File: config.mk
export PLATFORM = sky130hd
export DESIGN_NAME = uart_tx_scheduler
export DESIGN_NICKNAME = d
export VERILOG_FILES = /design/src/rtl/uart_sched_pkg.sv /design/src/rtl/rr_arbiter.sv /design/src/rtl/uart_tx_scheduler.sv
export SDC_FILE = /design/constraint.sdc
export NUM_CORES = 1
export LEC_CHECK = 0
export BUFFER_PORTS_ARGS = -buffer_cell sky130_fd_sc_hd__buf_2
export CAP_MARGIN = 20
export CORE_MARGIN = 3
export CORE_UTILIZATION = 35
export DETAILED_ROUTE_END_ITERATION = 7
export PLACE_DENSITY = 0.6
export SETUP_SLACK_MARGIN = 0.4
export SLEW_MARGIN = 20
export SYNTH_ARGS = -nofsm -noshare
export SYNTH_HDL_FRONTEND = slang
export SYNTH_HIERARCHICAL = 1
export SYNTH_SLANG_ARGS = --single-unit
export TNS_END_PERCENT = 100
File: constraint.sdc
create_clock -name clk -period 5.05 [get_ports clk]
set_input_delay 0.2525 -clock clk [delete_from_list [all_inputs] [get_ports clk]]
set_output_delay 0.2525 -clock clk [all_outputs]
set_load 0.1 [all_outputs]
File: src/rtl/uart_sched_pkg.sv
// Shared types and constants for the UART TX scheduler.
//   sched_state_t : frame FSM states
//   HDR_TAG       : upper nibble of every frame header byte
//   MAX_BYTES     : longest frame (header + 4 sample bytes + checksum)
//   IDX_W         : width of the in-frame byte index
package uart_sched_pkg;

    typedef enum logic [1:0] {
        IDLE   = 2'd0,
        LAUNCH = 2'd1,
        ACK    = 2'd2,
        DONE   = 2'd3
    } sched_state_t;

    localparam logic [3:0]  HDR_TAG   = 4'hA;
    localparam int unsigned MAX_BYTES = 6;
    localparam int unsigned IDX_W     = 3;

    // Pointer width for an n-entry round robin; never narrower than one bit.
    function automatic int unsigned ptr_width(input int unsigned n);
        return (n > 1) ? $clog2(n) : 1;
    endfunction

endpackage

File: src/rtl/rr_arbiter.sv
// Combinational round-robin arbiter.
// Searches req starting at ptr and wrapping modulo N; first hit wins.
// Ports:
//   req       in  N   request vector
//   ptr       in  PW  highest-priority position
//   grant     out N   one-hot grant (zero when no request)
//   grant_idx out PW  index of the granted request
//   any       out 1   at least one request present
module rr_arbiter
    import uart_sched_pkg::*;
#(
    parameter int unsigned N  = 4,
    parameter int unsigned PW = 2
) (
    input  logic [N-1:0]  req,
    input  logic [PW-1:0] ptr,
    output logic [N-1:0]  grant,
    output logic [PW-1:0] grant_idx,
    output logic          any
);

    logic [PW-1:0] cand;

    // Walk priority order ptr, ptr+1, ... and keep the first requester.
    always_comb begin
        grant     = '0;
        grant_idx = '0;
        any       = 1'b0;
        cand      = '0;
        for (int unsigned off = 0; off < N; off++) begin
            cand = PW'((32'(ptr) + off) % N);
            if (!any && req[cand]) begin
                grant[cand] = 1'b1;
                grant_idx   = cand;
                any         = 1'b1;
            end
        end
    end

endmodule

File: src/rtl/uart_tx_scheduler.sv
// Shares one byte-wide UART transmitter among N_CH sample channels.
// A round-robin grant captures one DATA_W sample, which is sent as a frame:
// header {HDR_TAG, ch}, then the sample bytes MSB first.
// Build option: define UART_SCHED_CHKSUM_EN to append an XOR checksum byte.
// Ports:
//   clk, rst_n  clock, asynchronous active-low reset
//   req_valid   in  N_CH         channel has a sample pending
//   req_data    in  N_CH*DATA_W  channel i sample at [i*DATA_W +: DATA_W]
//   req_ready   out N_CH         one-hot accept pulse (combinational)
//   tx_data     out 8            byte for the UART
//   tx_valid    out 1            one-cycle launch strobe
//   tx_ready    in  1            UART idle
//   busy        out 1            frame in progress
//   frame_done  out 1            pulse when the last byte has completed
module uart_tx_scheduler
    import uart_sched_pkg::*;
#(
    parameter int unsigned N_CH   = 4,
    parameter int unsigned DATA_W = 16
) (
    input  logic                     clk,
    input  logic                     rst_n,
    input  logic [N_CH-1:0]          req_valid,
    input  logic [N_CH*DATA_W-1:0]   req_data,
    output logic [N_CH-1:0]          req_ready,
    output logic [7:0]               tx_data,
    output logic                     tx_valid,
    input  logic                     tx_ready,
    output logic                     busy,
    output logic                     frame_done
);

    localparam int unsigned BYTES = DATA_W / 8;
    localparam int unsigned PW    = ptr_width(N_CH);
`ifdef UART_SCHED_CHKSUM_EN
    localparam logic [IDX_W-1:0] LAST_IDX = IDX_W'(BYTES + 1);
`else
    localparam logic [IDX_W-1:0] LAST_IDX = IDX_W'(BYTES);
`endif

    sched_state_t      state, state_nxt;
    logic [PW-1:0]     rr_ptr;
    logic [DATA_W-1:0] sample;
    logic [DATA_W-1:0] sel_sample;
    logic [3:0]        ch;
    logic [IDX_W-1:0]  idx;
    logic [7:0]        cur_byte;
    logic              load;
    logic              advance;
    logic [N_CH-1:0]   arb_grant;
    logic [PW-1:0]     arb_idx;
    logic              arb_any;
`ifdef UART_SCHED_CHKSUM_EN
    logic [7:0]        chk;
`endif

    rr_arbiter #(
        .N  (N_CH),
        .PW (PW)
    ) u_arb (
        .req       (req_valid),
        .ptr       (rr_ptr),
        .grant     (arb_grant),
        .grant_idx (arb_idx),
        .any       (arb_any)
    );

    // Sample of the channel the arbiter is currently granting.
    always_comb begin
        sel_sample = req_data[DATA_W-1:0];
        for (int unsigned i = 1; i < N_CH; i++) begin
            if (arb_idx == PW'(i)) begin
                sel_sample = req_data[i*DATA_W +: DATA_W];
            end
        end
    end

    // Byte mux: idx 0 is the header, 1..BYTES the sample MSB first.
    always_comb begin
        cur_byte = {HDR_TAG, ch};
        for (int unsigned k = 1; k <= BYTES; k++) begin
            if (idx == IDX_W'(k)) begin
                cur_byte = sample[DATA_W-8*k +: 8];
            end
        end
`ifdef UART_SCHED_CHKSUM_EN
        if (idx == LAST_IDX) begin
            cur_byte = chk;
        end
`endif
    end

    // State register.
    always_ff @(posedge clk or negedge rst_n) begin
        if (!rst_n) begin
            state <= IDLE;
        end else begin
            state <= state_nxt;
        end
    end

    // Next state and handshake outputs.
    always_comb begin
        state_nxt  = state;
        req_ready  = '0;
        tx_valid   = 1'b0;
        tx_data    = 8'h00;
        frame_done = 1'b0;
        load       = 1'b0;
        advance    = 1'b0;
        case (state)
            IDLE: begin
                if (arb_any) begin
                    req_ready = arb_grant;
                    load      = 1'b1;
                    state_nxt = LAUNCH;
                end
            end
            LAUNCH: begin
                if (tx_ready) begin
                    tx_valid  = 1'b1;
                    tx_data   = cur_byte;
                    state_nxt = ACK;
                end
            end
            ACK: begin
                // Falling ready means the UART has taken the byte.
                if (!tx_ready) begin
                    state_nxt = DONE;
                end
            end
            DONE: begin
                if (tx_ready) begin
                    if (idx == LAST_IDX) begin
                        frame_done = 1'b1;
                        state_nxt  = IDLE;
                    end else begin
                        advance   = 1'b1;
                        state_nxt = LAUNCH;
                    end
                end
            end
            default: state_nxt = IDLE;
        endcase
    end

    assign busy = (state != IDLE);

    // Frame context: captured sample, channel, byte index and rotation pointer.
    always_ff @(posedge clk or negedge rst_n) begin
        if (!rst_n) begin
            rr_ptr <= '0;
            sample <= '0;
            ch     <= '0;
            idx    <= '0;
        end else if (load) begin
            sample <= sel_sample;
            ch     <= 4'(arb_idx);
            idx    <= '0;
            rr_ptr <= (arb_idx == PW'(N_CH - 1)) ? '0 : arb_idx + PW'(1);
        end else if (advance) begin
            idx <= idx + IDX_W'(1);
        end
    end

`ifdef UART_SCHED_CHKSUM_EN
    // Running XOR of every byte launched in the current frame.
    always_ff @(posedge clk or negedge rst_n) begin
        if (!rst_n) begin
            chk <= 8'h00;
        end else if (load) begin
            chk <= 8'h00;
        end else if (tx_valid) begin
            chk <= chk ^ tx_data;
        end
    end
`endif

endmodule

Word level (Yosys, flattened, before mapping)

Index checks and enable logic that the tools add are counted.

Word-level logic and storage cells: 103
Flip-flop bits (word level): 25

Mux-type cells: 56
Magnitude comparators: 8
Reductions and logical operators: 14
Bitwise operators: 3
Equal/unequal tests: 12
Add/subtract/negate cells: 5

Operator list:

| operator                                            | number |
|---|---|
| 2-to-1 mux 16 bit                                   | 3 |
| 2-to-1 mux 8 bit                                    | 4 |
| 2-to-1 mux 4 bit                                    | 6 |
| 2-to-1 mux 1 bit                                    | 23 |
| 2-to-1 mux 2 bit                                    | 9 |
| < comparator 2 x 3 -> 1 bit, second input constant  | 4 |
| bitwise OR 4 bit                                    | 3 |
| binary-select mux 1 bit (select 2 bit)              | 4 |
| demux 1 bit (select 2 bit)                          | 4 |
| equality test 2 bit, second input constant          | 4 |
| >= comparator 2 x 1 -> 1 bit, second input constant | 4 |
| inequality test 2 bit, second input constant        | 4 |
| one-hot mux 2 bit (4 select lines)                  | 1 |
| logical AND 1 bit                                   | 7 |
| 2-to-1 mux 3 bit                                    | 2 |
| adder 2 x 1 -> 2 bit, second input constant         | 2 |
| adder 2 bit, second input constant                  | 2 |
| equality test 2 x 1 -> 1 bit, second input constant | 2 |
| AND reduction 4 bit                                 | 1 |
| nonzero test 2 bit                                  | 2 |
| adder 3 x 1 -> 3 bit, second input constant         | 1 |
| equality test 3 x 1 -> 1 bit, second input constant | 1 |
| equality test 3 x 2 -> 1 bit, second input constant | 1 |
| logical NOT 1 bit                                   | 3 |
| logical NOT 2 bit                                   | 1 |

Depth between registers and ports, before layout

Word-level depth: 16
Depth in mapped cells: 15
Gate-level depth less buffers: 11

Hierarchy

Netlist, hierarchy kept.

Modules (own cells, without submodules):

| module            | times used | cells an instance | sequential area each (um^2) | area an instance (um^2) |
|---|---|---|---|---|
| uart_tx_scheduler | 1          | 217               | 625.6                       | 2016.9 |
| rr_arbiter        | 1          | 45                | 0.0                         | 421.7 |

Least setup slack after synthesis

Ideal clock, no wire load.

Path kind: reg2reg
Start point: register rr_ptr[0]
End point: register sample[10]
Cell stages (with the launch flop): 16
Data arrival time: 2996 ps
Required time: 4926 ps
Path slack: 1930 ps
Period minus slack after synthesis: 3120 ps
Path through: dfrtp_1 -> buf_6 -> inv_1 -> ha_1 -> mux4_2 -> buf_6 -> nor4b_4 -> nor2_1 -> a32o_1 -> inv_1 -> ha_1 -> buf_6 -> buf_12 -> mux2_4 -> o211ai_2 -> a21oi_1

Cells in the longest elaborated chain, start to end: 16

Ends and longest elaborated chain:

| item                                                                          | line                     | text |
|---|---|---|
| start, declared                                                               | uart_tx_scheduler.sv:42  | `logic [PW-1:0] rr_ptr;` |
| start signal, assigned                                                        | uart_tx_scheduler.sv:160 | `rr_ptr <= (arb_idx == PW'(N_CH - 1)) ? '0 : arb_idx + PW'(1);` |
| parallel branches: the longest is 11 deep, another holds adder 2 x 1 -> 2 bit | --                       |  |
| 2-to-1 mux 2 bit *                                                            | rr_arbiter.sv:32         | `if (!any && req[cand]) begin` |
| net arb_idx[1]                                                                | uart_tx_scheduler.sv:51  | `logic [PW-1:0] arb_idx;` |
| equality test 2 x 1 -> 1 bit                                                  | uart_tx_scheduler.sv:72  | `if (arb_idx == PW'(i)) begin` |
| 2-to-1 mux 16 bit (2 in a row)                                                | uart_tx_scheduler.sv:72  |  |
| 2-to-1 mux 16 bit *                                                           | uart_tx_scheduler.sv:72  |  |
| end signal, assigned                                                          | uart_tx_scheduler.sv:157 | `sample <= sel_sample;` |
| end, declared                                                                 | uart_tx_scheduler.sv:43  | `logic [DATA_W-1:0] sample;` |

Mark *: on every way through the listed nets, which the timed path passes. The select of a mux whose other input is x is not followed.
A chain may end at the register's enable or synchronous reset.

Worst setup path after layout

Start point: register rr_ptr[0]
End point: register sample[13]

Same word-level chain as after synthesis.

==> impl_results.md <==
- Status: complete, no violations
- Final worst path period need: approximately 4 ns
- Setup TNS: 0 ns
- Hold Path Cell Cnt: 3
- Commonest non-fill, non-tap cell in the layout: buf_2
- Maximum VDD drop: 0.000263 V
- Yosys warns: 6
- TritonCTS clock tree: yes
- Arrival @ worst endpoint: 4.15 ns
- Worst-path clk slew: 0.09 ns
- Final Hold Vio Count: 0
- Area Overhead vs Synth: 18.3%
- CP top delay family: adder cells
- Clock sink total: 25
- Met2 global-route usage: 23.9%
- Largest net degree at the start of global routing: 33
- Dpl cells: between 400 and 500
- DRT Wirelength: 6.10 mm
- Synth Net Count: between 300 and 400
- Routed len/inst: between 10 and 15 um
- Post-DP HPWL: between 4 and 5 mm
- CTS Buf Count: 3
- Most frequent cells in the layout: 85 x buf_2, 36 x a21oi_1, 25 x dfrtp_1, 21 x nor2_1
- Rows: 29
- Final WS setup: 1.06 ns
- Part of the cycle the worst path needs: 79.0%
- Comb power frac: between 70% and 80%
- Die span in x: 89.5 um
- RSZ-0062 raised after global routing: no
- CP Launch Type: register
- Final core occ: 44.2%
- Core footprint: 6530 um2
- Starting Density: between 30% and 40%
- Crit Reg-Reg Startpoint: rr_ptr[0]
- Vias in the first global route: approximately 2100
- Asr flop ratio synth: 100%
- N_diodes: 0
- Hold endpoint: sample[11]
- Worst r2r dst: sample[13]
- Most area-consuming cells after synthesis: dfrtp_1 26%, ha_1 7.7%, a21oi_1 7.4%, mux2_4 6.8%, o211ai_2 5.1%
- Gr busiest metal: met2
- Post-placement cell area: 2830 um2
- Remaining antenna violation count: 0
- Root Buffer: clkbuf_8
- Grt total ovfl: 0
- Routing usage on met3: between 3 and 4%
- Initial DRC count: between 100 and 150
- Worst Max-Slew Pin Slew: slightly above 0.9 ns
- Port Buffers: between 80 and 90
- Worst hold slack: between 0.2 and 0.3 ns
- #FFs+latches synth: 25
- First-pass GRT wire length: roughly 10 mm
- Maximum clock frequency: between 200 and 300 MHz
- Cell count after synthesis: 262
- Final #Nets: 422
- Die ar.: roughly 8000 um2
- Setup Buffers After CTS: 0
- Sw Ratio: a little over half
- Max-Cap Viols: 0
- Required @ worst endpoint: about 5.2 ns
- Syn Std Cell Area: between 2000 and 2500 um2
- Yosys top cell by area: dfrtp_1
- DIE HEIGHT: approximately 89 um
- CTS resizes: 0
- Power per Cell Area: 727 nW/um2
- Hold wc startpoint: req_data[59]
- Crit-path max cell delay: 0.75 ns
- Global-route met1 utilization: around 23%
- CTS max path bufs: 2
- Worst r2r path cells: 11
- Crit path max-delay cell type: ha_1
- CP bufs+invs: 2
- H-tree depth: 1
- DRT Pass-1 Iters: 4
- Via density: between 5 and 6
- Hold_buf cts: 1
- Non-Filler Instances: just over 400
- Cell area after layout: between 2000 and 3000 um2
- Worst min path class: primary input to register
- Cells along the critical path: inv_1, ha_1, mux4_2, nor4b_4, nor2_1, a32o_1, inv_1, ha_1, mux2_2, o211ai_1, a21oi_1
- CP Capture Type: register
- Critical setup path kind: register to register
- Net Sw Power: 1.11 mW
- Main synth FF type: dfrtp_1
- Final setup viols: 0
- Clock power share: 5.7%
- Number of synthesized flops with an enable pin: 0
- Drc violations: 0
- Yosys top cell area share: between 20% and 30%
- Leak pwr: 1.37 nW
- Routed vias: roughly 2200
- Int Pwr: ~0.99 mW
- Yosys cell types: 46
- Layout cell share with drive strength beyond 1: between 30% and 40%
- Setup WS pre-CTS: 1.06 ns
- CP Max Fanout: 16
- Total Power: approximately 2.1 mW
- Gpl congestion: 0.871
- Clk Latency, worst-skew pair: between 0.2 and 0.3 ns
- Sequential share of the synthesized area: between 20 and 30%
- Total Routing Usage GR: roughly 16%
- I/O Pins: 86
- R2r setup slk: between 1 and 1.5 ns
- Slew margin rel.: around 39%
- Final slew viol count: 0
- Initial antenna violation count: 0
- Syn avg cell area: approximately 9.3 um2
- Skew final: about 0.0043 ns
- Reg power frac: about a fifth
[flip-flops by register name, summed over array words and instances (netlist names)]
register  count
ch            2
idx           3
rr_ptr        2
sample       16
state         2
[area by class of cell]
type,count,area [um2]
Fill cell,671,3650
Clock inverter,1,5.00
Tap cell,77,96.3
Inverter,15,56.3
Clock buffer,3,41.3
Sequential cell,25,626
Timing Repair Buffer,87,443
Multi-Input combinational cell,204,1620
[worst max path at each step]
stage | endpoint | slack, ns | cells after the start | from
6_report | sample[13] | 1.06 | 11 | rr_ptr[0]
5_1_grt | sample[3] | 0.71 | 11 | rr_ptr[0]
4_1_cts | sample[13] | 1.04 | 11 | rr_ptr[0]
3_5_place_dp | sample[13] | 1.06 | 11 | rr_ptr[0]
3_3_place_gp | sample[2] | 1.21 | 11 | rr_ptr[0]
2_1_floorplan | sample[10] | 1.93 | 15 | rr_ptr[0]
[tightest hold or removal path, stage by stage]
cell and delay, ns:
buf_2 0.08, a21oi_1 0.05, a21oi_1 0.13
[power by group through the flow]
stage	sequential (mW)	clock (mW)	combinational (mW)
floorplan	0.357	0	1.43
global placement	0.401	0	1.58
detailed placement	0.404	0	1.59
CTS	0.399	0.128	1.60
global route	0.414	0.139	1.76
finish	0.397	0.121	1.58
[layer usage]
metal / routed length, um / vias up
met5: 0 / -
met4: 68 / 0
met3: 396 / 6
li1: - / 1105
met1: 2870 / 972
met2: 2770 / 89
[synth_stat cells, drive strengths merged, types with 2 or more instances]
cell type and count:
nand2 6, and3 4, buf 14, dfrtp 25
nor2b 8, clkbuf 4, mux2 18, o22ai 2
and2 2, o21ai 11, nand2b 15, ha 15
a311oi 2, inv 15, a21oi 36, mux2i 3
mux4 4, a31oi 2, or2b 5, nor2 21
a22oi 14, o31ai 2, and3b 3, o211ai 18
[logic make-up (layout without fill, tap and decap cells)]
kind of cell / count (synthesis) / after routing / share of synthesized area [%]
buffers and inverters: 33 / 106 / 8.05
adders and majority gates: 15 / 15 / 7.70
muxes: 25 / 25 / 15.4
DFF: 25 / 25 / 25.7
AOI/OAI and AO/OA: 93 / 93 / 26.1
and+or+nand+nor: 71 / 71 / 17.1
Power figures use the tool's default switching activity.
